File: src/rtl/piso_serializer.sv
// Parallel-in/serial-out shifter for the UART TX path: accepts a WIDTH-bit word over
// valid/ready and emits it one bit per enable tick, LSB- or MSB-first, then pulses done.
module piso_serializer #(
  parameter int WIDTH     = 8,
  parameter bit MSB_FIRST = 1'b0
) (
  input  logic             clk,
  input  logic             rst,
  input  logic [WIDTH-1:0] data_in,
  input  logic             data_valid,
  output logic             data_ready,
  input  logic             enable,
  output logic             data_out,
  output logic             busy,
  output logic             done
);

  localparam int CW = $clog2(WIDTH);
  localparam logic [CW-1:0] LAST_BIT = CW'(WIDTH - 1);

  localparam logic [0:0] S_IDLE  = 1'b0;
  localparam logic [0:0] S_SHIFT = 1'b1;

  logic [0:0]       state_q, state_d;
  logic [WIDTH-1:0] shreg_q, shreg_d;
  logic [CW-1:0]    cnt_q, cnt_d;
  logic             done_q, done_d;

  logic [WIDTH-1:0] shreg_shifted;
  logic             head_bit;

  // The output end of the register and the shift direction follow the bit order.
  generate
    if (MSB_FIRST) begin : g_msb
      assign head_bit      = shreg_q[WIDTH-1];
      assign shreg_shifted = {shreg_q[WIDTH-2:0], 1'b0};
    end else begin : g_lsb
      assign head_bit      = shreg_q[0];
      assign shreg_shifted = {1'b0, shreg_q[WIDTH-1:1]};
    end
  endgenerate

  always_comb begin
    state_d = state_q;
    shreg_d = shreg_q;
    cnt_d   = cnt_q;
    done_d  = 1'b0;
    case (state_q)
      S_IDLE: begin
        if (data_valid) begin
          shreg_d = data_in;
          cnt_d   = '0;
          state_d = S_SHIFT;
        end
      end
      S_SHIFT: begin
        if (enable) begin
          if (cnt_q == LAST_BIT) begin
            state_d = S_IDLE;
            done_d  = 1'b1;
            cnt_d   = '0;
            shreg_d = '0;
          end else begin
            shreg_d = shreg_shifted;
            cnt_d   = cnt_q + 1'b1;
          end
        end
      end
      default: state_d = S_IDLE;
    endcase
  end

  always_ff @(posedge clk) begin
    if (rst) begin
      state_q <= S_IDLE;
      shreg_q <= '0;
      cnt_q   <= '0;
      done_q  <= 1'b0;
    end else begin
      state_q <= state_d;
      shreg_q <= shreg_d;
      cnt_q   <= cnt_d;
      done_q  <= done_d;
    end
  end

  assign data_ready = (state_q == S_IDLE);
  assign busy       = (state_q == S_SHIFT);
  assign data_out   = busy & head_bit;
  assign done       = done_q;

endmodule
File: config.mk
export PLATFORM = sky130hd
export DESIGN_NAME = piso_serializer
export DESIGN_NICKNAME = d
export VERILOG_FILES = /design/src/rtl/piso_serializer.sv
export SDC_FILE = /design/constraint.sdc
export NUM_CORES = 1
export LEC_CHECK = 0
export CAP_MARGIN = 5
export CORE_MARGIN = 3
export CORE_UTILIZATION = 30
export DETAILED_ROUTE_END_ITERATION = 12
export MAX_ROUTING_LAYER = met4
export PLACE_DENSITY = 0.51
export SYNTH_ARGS = -nofsm -noshare
export SYNTH_HDL_FRONTEND = slang
export SYNTH_SLANG_ARGS = --single-unit
File: constraint.sdc
create_clock -name clk -period 1.7 [get_ports clk]
set_input_delay 0.255 -clock clk [delete_from_list [all_inputs] [get_ports clk]]
set_output_delay 0.255 -clock clk [all_outputs]
set_load 0.005 [all_outputs]
## Word-level counts from Yosys, hierarchy flattened

Index checks and enable logic that the tools add are counted.

| word-level totals | value |
|---|---|
| flip-flop bits (word level) | 13 |
| bits of input ports | 12 |
| output and inout port bits | 4 |
| logic and storage cells | 26 |

| operators by class | value |
|---|---|
| add/subtract/negate cells | 1 |
| equality and inequality tests | 3 |
| mux-type cells | 13 |
| bitwise logic cells | 3 |
| reductions and logical operators | 2 |

Operators with widths:

| kind | count |
|---|---|
| $mux 8 | 2 |
| $pmux 8 s2 | 1 |
| $mux 3 | 3 |
| $mux 7 | 1 |
| $pmux 3 s2 | 1 |
| $mux 1 | 4 |
| $ne 2x2->1 const B | 2 |
| $add 3x1->3 const B | 1 |
| $eq 3x3->1 const B | 1 |
| $reduce_or 3->1 | 1 |
| $not 1->1 | 2 |
| $pmux 1 s2 | 1 |
| $reduce_and 2->1 | 1 |
| $and 1x1->1 | 1 |

## Longest topological paths before layout

| logic depth | value |
|---|---|
| depth after elaboration | 4 |
| gate-level depth with buffers | 5 |
| gate-level depth less buffers | 5 |

## Least setup slack after synthesis

OpenSTA, ideal clock, no wires.

| path | value |
|---|---|
| kind | register -> register |
| start | register cnt_q[0] |
| end | register cnt_q[0] |
| library setup time | 0.068 ns |
| data arrival time | 1.241 ns |
| data required time | 1.632 ns |
| slack | 0.392 ns |
| stages on the path, launching flop included | 5 |
| path buffers | 0 |
| period minus slack after synthesis | 1.308 ns |
| cells stage by stage | dfxtp_1 -> ha_1 -> ha_1 -> or3_1 -> a21oi_2 |

| between the ends | value |
|---|---|
| longest elaborated chain between the ends | 4 |
| elaborated cells on any way between the ends | 5 |
| classes of those cells | 1 x add/sub; 1 x eq/ne; 3 x mux |

RTL lines:

| item | RTL line | source |
|---|---|---|
| from (decl) | 26 | `logic [CW-1:0] cnt_q, cnt_d;` |
| from (signal assigned) | 82 | `cnt_q <= cnt_d;` |
| $add 3x1->3 or $eq 3x3->1 (tied branches) | 65, 58 |  |
| $mux 3 (*) | 58 | `if (cnt_q == LAST_BIT) begin` |
| $mux 3 (*) | 57 | `if (enable) begin` |
| $pmux 3 s2 (*) | 48 | `case (state_q)` |

Mark *: on every way between the ends. The rest lies on a longest branch, timed or not. The select of a mux whose other input is x is not followed.
A chain may end at the register's enable or synchronous reset.

## Worst setup path in the final report

| path | value |
|---|---|
| start | register state_q (netlist: busy) |
| end | output port data_out |

| between the ends | value |
|---|---|
| longest elaborated chain between the ends | 1 |

RTL lines:

| item | RTL line | source |
|---|---|---|
| from (decl) | 24 | `logic [0:0] state_q, state_d;` |
| from (signal assigned) | 80 | `state_q <= state_d;` |
| $and 1x1->1 | 89 | `assign data_out = busy & head_bit;` |
| to (decl) | 13 | `output logic data_out,` |

No other way between the ends.

==> parameters.txt <==
Parameter                              Value

Status
  Status    complete, no violations

Logic synthesis
  Combinational family with the most area after synthesis    simple AND/OR/NAND/NOR gates
  Post-synthesis area per instance    between 8 and 9 µm²
  Fraction of the yosys area taken by sequential cells    0.456
  Multiplexer share of the synthesized area    0.0373
  Synth Instances    65
  Most common cell in the synthesized netlist    dfxtp_1
  Most frequent cells after synthesis    dfxtp_1 (13), nor2_1 (10), nor2b_1 (7), nor3_1 (7), o22ai_1 (7)
  Count of distinct cell types in the synthesized netlist    21
  Synth Register Bits    13
  Fraction of registers with async set or reset after synthesis    0
  Yosys Warn Count    0
  Cell taking the most area after synthesis    dfxtp_1
  Synthesized-area fraction occupied by adder cells    0.0439
  Synthesized cell area    571 µm²
  Synth Area in Compound Gates    0.147
  Parity-gate share of the synthesized area counting xor and xnor cells    0
  Synth Net Count    between 70 and 80
  Count of flip-flops with a built-in enable after synthesis    0
  Simple-gate share of the synthesized area    0.281
  Dominant cells by area after synthesis    dfxtp_1 (46%), nor2b_1 (7.7%), o22ai_1 (7.7%)
  Share of the synthesized area in the top cell type    0.456
  Prevailing post-synth register cell    dfxtp_1

Clock network
  Cell chosen for the clock root    clkbuf_4
  CTS tree    yes
  Max clock buf depth    2
  # clock sinks    13
  Cts bufs inserted    3
  Worst-skew pair later-pin latency    270 ps
  Post CTS Setup Buffer Count    0
  Clock-pin transition on the worst setup and hold timing paths    ~80 ps
  Post-cts hold buffer count    0
  Clock H-tree levels    1

Layout
  Fraction of final layout cells sized beyond drive strength 1    0.0976
  Area grow syn2layout    35.1%
  Post-Layout Cell Count    107
  Number of inserted diodes    0
  Number of nets in the finished design    97

Worst hold path
  Hold/Removal Path Class    flip-flop to flip-flop
  Depth of the worst hold-timing path    2
  Hold_sp    cnt_q[0]
  Worst-case hold path end point    cnt_q[0]

Critical path
  Launch point of the worst reg-to-reg path    cnt_q[0]
  Data arrival time of the critical path    about 1400 ps
  Register-to-register setup slack    between 200 and 300 ps
  Reg2reg path depth    4
  Maximum fanout along the worst path    10
  Category of the critical setup timing path    flip-flop to output port
  End of the worst register-to-register path    cnt_q[0]
  Kind of capture point of the worst setup path    output port
  Kind of start point of the critical path    flip-flop
  Worst endpoint required time    approximately 1400 ps

Power and ir drop
  Reg power frac    0.528
  Share of total power in the clock network    0.294
  Worst voltage drop across the vdd grid    between 0.3 and 0.4 mV
  Power Internal    around 480 µW
  Power density over the cells    between 800 and 900 nW/µm²
  Switching part of the total power    0.251
  Combinational share of power    0.178
  Static Leakage    approximately 0.00030 µW
  PnR Total Power    644 µW
  Net load switching power    between 150 and 200 µW

STA
  Final number of setup-violating endpoints    0
  Max Clock Freq    0.623 GHz
  Slew at the pin with the worst max-slew slack    a little over 500 ps
  Final min period    between 1500 and 2000 ps
  Final sum of negative setup slack    0 ps
  Post-route clock period utilization    0.945
  Hold Vio Cnt, Final    0
  Number of max-slew violations in the final report    0
  Normalized max-slew margin    0.661
  Final Skew    around 4.2 ps
  RSZ-0062 raised after global routing    no

Drt
  Via count normalized by instance count    approximately 4.7
  Final wirelength    roughly 1300 µm
  DRC violation count after routing    0
  First drt pass iteration count    3
  Number of nets with antenna violations after detailed routing    0
  Routed length per instance    about 12 µm
  Initial DRC count    4
  Via count    506

Floorplan
  Die Outline Area    around 2500 µm²
  Core area    ~1800 µm²
  Row count    15
  Initial cell density of the core    0.323
  Horizontal die dimension    49.6 µm
  Die extent in y    ~50 µm
  Boundary pin count    16

GRT
  Number of antenna violations at the first check in global routing    0
  Global-route total usage across every layer    0.126
  Vias in the first global route    about 490
  Overflow after GRT    0
  Wire length of the first global-routing pass    ~2300 µm
  Largest net degree at the start of global routing    14

Placed design
  HPWL after DPL    892 µm
  Placed Cells    just over 100
  Placer congestion estimate    0.749
  Number of I/O port buffers    15

Flow run
  Max Cap Violations    0
per-layer routing:
metal	part of all wire	track usage
met1	0.53	0.174
met2	0.40	0.159
met3	0.056	0.0483
met4	0.020	0.0553
met5	0	-
cells by family after synthesis:
logic type | Yosys count
simple gates | 32
flops | 13
compound gates | 12
buf+inv | 4
mux | 2
fa+ha+maj | 2
critical path: stages, from the launching register on:
cell,delay (ps)
dfxtp_2,440
and2_1,150
clkdlybuf4s50_1,490
power by group through the flow:
stage / clock network (µW) / registers (µW) / logic (µW)
floorplan: 0 / 340 / 70.2
global placement: 0 / 347 / 115
detailed placement: 0 / 347 / 115
CTS: 205 / 340 / 116
global route: 224 / 343 / 127
finish: 190 / 340 / 114
cell usage in the layout (no fill, tap or decap):
cell type	count
buf_4	1
mux2i_1	1
clkbuf_4	3
nand2_2	1
nand2_1	3
or3_1	1
nor3_1	7
o22ai_1	7
dfxtp_1	12
clkdlybuf4s50_1	15
dfxtp_2	1
a21oi_2	1
ha_1	2
nand2b_1	1
clkbuf_1	1
a21oi_1	1
nor2b_1	7
nor2_1	10
a32oi_1	3
and2_1	1
mux2_2	1
inv_1	1
nor3b_1	1
sequential cells by signal (all words and copies together) (netlist names):
signal	cells
shreg_q	8
cnt_q	3
busy	1
done	1
area by class of cell:
cell class / count / area (µm²)
well taps: 25 / 31.3
flip-flops and latches: 13 / 262
clock buffers: 4 / 26.3
fillers: 195 / 993
inverters: 1 / 3.75
multi-input cells: 48 / 290
repair buffers: 16 / 158
through the flow:
stage / worst slack [ps] / util / cell area, µm² / hold slack, ps
2_1_floorplan: 392 / - / 571 / 331
3_3_place_gp: 212 / 0.421 / 743 / 473
3_5_place_dp: 199 / 0.421 / 743 / 473
4_1_cts: 76.7 / 0.437 / 771 / 493
5_1_grt: 14.6 / 0.437 / 771 / 508
6_report: 94.0 / 0.437 / 771 / 485
how the worst max path moves through the flow:
stage | slack, ps | startpoint | to
after global placement | 210 | enable | cnt_q[0]
after floorplan | 390 | cnt_q[0] | cnt_q[0]
after global routing | 10 | busy | data_out
final | 90 | busy | data_out
after CTS | 80 | busy | data_out
after detailed placement | 200 | enable | cnt_q[0]
what timing repair did:
| action | CTS | global route |
|---|---|---|
| resized for setup | 1 | 0 |
| setup endpoints to repair | 1 | 0 |
| endpoints found under the hold margin | 0 | 0 |
Note: power is estimated with default switching activity, not from simulation.
==> RTL change (config.mk and constraints unchanged) <==
Set the parameter `WIDTH` to 16 (it was 8).
--- a/src/rtl/piso_serializer.sv
+++ b/src/rtl/piso_serializer.sv
@@ -1,7 +1,7 @@
 // Parallel-in/serial-out shifter for the UART TX path: accepts a WIDTH-bit word over
 // valid/ready and emits it one bit per enable tick, LSB- or MSB-first, then pulses done.
 module piso_serializer #(
-  parameter int WIDTH     = 8,
+  parameter int WIDTH     = 16,
   parameter bit MSB_FIRST = 1'b0
 ) (
   input  logic             clk,
Ports: changed (resized data_in); port bits go from 16 to 24. The function was not compared with the original's and may differ.
==> RTL change against the original RTL <==
- cell area increased by 80%
- final cell count increased by 64%
- maximum frequency decreased by 0.33%
- worst setup slack got worse by 5.4 ps
- sequential share of layout area decreased by 1.9 points
- power increased by 61%
- critical path depth unchanged
- critical endpoint unchanged
- synthesized cell count increased by 63%
- die area increased by 75%
- synthesized area increased by 86%
- sequential cell count increased by 9
- wire length increased by 94%
==> RTL change: results <==
metrics = {
    "synth": {
        "synth_cells": 106,
        "synth_mux_area_share_pct": 2.353,
        "yosysWarnings": 0,
        "yosysUniqueCellTypes": 25,
        "synth-compound-area-share_pct": 34.00,
        "yosysSeqAreaShare_pct": 41.41,
        "synthTopCellsByArea": "dfxtp_1 41%, a211oi_2 18%, a32oi_1 13%, nor2_1 6.7%, buf_6 3.2%",
        "async_flop_share_pct": 0,
        "synth_common_cells": "22 x dfxtp_1, 19 x nor2_1, 16 x a32oi_1",
        "synth_xor_area_share_pct": 0,
        "synth.net_count": 127,
        "yosys.area_share.adder_pct": 1.176,
    },
    "clocking": {
        "clockRootBuffer": "clkbuf_4",
        "cts_buffers": 3,
        "htreeDepth": 1,
        "clock_path_buffers": 2,
        "clock_latency_ps": 300,
        "cts_setup_buffers": 0,
        "cts.clk_slew.worst_paths_ps": 110,
    },
    "cells_and_area": {
        "nets": 154,
        "layout-drive-gt1-share_pct": 23.66,
        "diodes": 0,
        "nFillCells": 353,
        "fin_cells": 175,
        "top_regs": "shreg_q: 16 flops, cnt_q: 4 flops",
        "largest_register_ffs": 16,
    },
    "critical_path": {
        "arrival_ps": 1360,
        "path_max_fanout": 8,
    },
    "global_routing": {
        "grtUsageTotal_pct": 12.45,
        "antenna_found_initial": 0,
        "grt_pass1_vias": 873,
        "grt_max_degree": 31,
        "grt_pass1_wl_mm": 4.036,
    },
    "timing": {
        "hold_viol_final": 0,
        "tightestPinTransition_ps": 350.4,
        "setup-tns-final_ps": 0,
        "skew_ps": 0.9659,
    },
    "pwr": {
        "total_leakage_power_uw": 0.0004733,
        "vdd_drop_max_mv": 0.4320,
    },
    "placement": {
        "dpl.cell_count": 172,
        "io_buffers": 23,
        "hpwl_mm": 1.742,
        "gp_congestion": 0.7066,
    },
    "routing": {
        "avgViaCountPerCell": 5.194,
        "dr.pass1.iters": 4,
        "drt_iter0_markers": 51,
        "avgRoutedWirePerCell_um": 14.16,
    },
    "run": {
        "drv_cap": 0,
    },
    "hold_path": {
        "hold_class": "reg -> reg",
    },
    "outcome": {
        "status": "finished clean",
    },
}
## RTL change: cell count changes in the layout (fill, tap and decap cells not counted), moves of 2 or more
cell,before,now
nor3_1,7,3
dfxtp_1,12,21
a21oi_1,1,3
a32oi_1,3,16
clkdlybuf4s50_1,15,23
nor2b_1,7,0
nor2_1,10,19
buf_4,1,8
a211oi_2,0,15
o22ai_1,7,0
## RTL change: layout make-up
class / count / share of cell area, %
flip-flops and latches: 22 / 32.04
inverters: 1 / 0.2708
clock buffers: 3 / 1.625
well taps: 44 / 3.971
multi-input cells: 73 / 39.71
repair buffers: 32 / 22.38
## RTL change: path summary, 6_finish.rpt
path | start | end | slack [ps] | cells after the start
hold reg to reg | cnt_q[0] | cnt_q[0] | 510 | 2
setup reg to reg | cnt_q[0] | shreg_q[2] | 320 | 5
hold / removal | cnt_q[0] | cnt_q[0] | 510 | 2
setup / recovery | busy | data_out | 90 | 2
## RTL change: routing by layer
layer  GRT usage [%]  vias to the layer above  wire length [um]
met2           20.86                       23              1148
met5               -                        -                 0
li1                -                      458                 -
met3           3.932                        4               127
met1           14.48                      424              1172
met4           3.109                        0                29
## RTL change: timing repair
action / 4_1_cts / 5_1_grt
resized for setup: 1 / 1
setup endpoints to repair: 3 / 1
pin swaps: 0 / 0
hold buffers: 0 / 0
gates cloned: 0 / 0
## RTL change: stage by stage
step           setup slack [ps]  cell area (um2)  util [%]  hold WS (ps)
2_1_floorplan             377.8             1064         -         334.3
3_3_place_gp              113.7             1360     42.46         477.7
3_5_place_dp              62.63             1360     42.46         493.6
4_1_cts                   6.268             1384     43.20         511.3
5_1_grt                   25.46             1386     43.28         559.4
6_report                  88.67             1386     43.28         511.9
## RTL change: where the power goes
| group | internal [uW] | leakage, uW | total, uW | switching, uW |
|---|---|---|---|---|
| clock | 82.7 | 0.0000138 | 233 | 150 |
| sequential | 553 | 0.000182 | 577 | 24.0 |
| combinational | 118 | 0.000277 | 225 | 107 |
| total | 754 | 0.000473 | 1040 | 281 |
## RTL change: critical path, cell delays in order, from the launching register on
cell and delay [ps]:
dfxtp_4 420, and2_1 140, clkdlybuf4s50_1 500
## RTL change: logic make-up (layout without fill, tap and decap cells)
| kind of cell | count (synthesis) | after routing |
|---|---|---|
| AO/OA/AOI/OAI | 37 | 37 |
| adder cells (fa/ha/maj) | 1 | 1 |
| buffers and inverters | 11 | 36 |
| multiplexers | 2 | 2 |
| flip-flops | 22 | 22 |
| AND/OR/NAND/NOR | 33 | 33 |
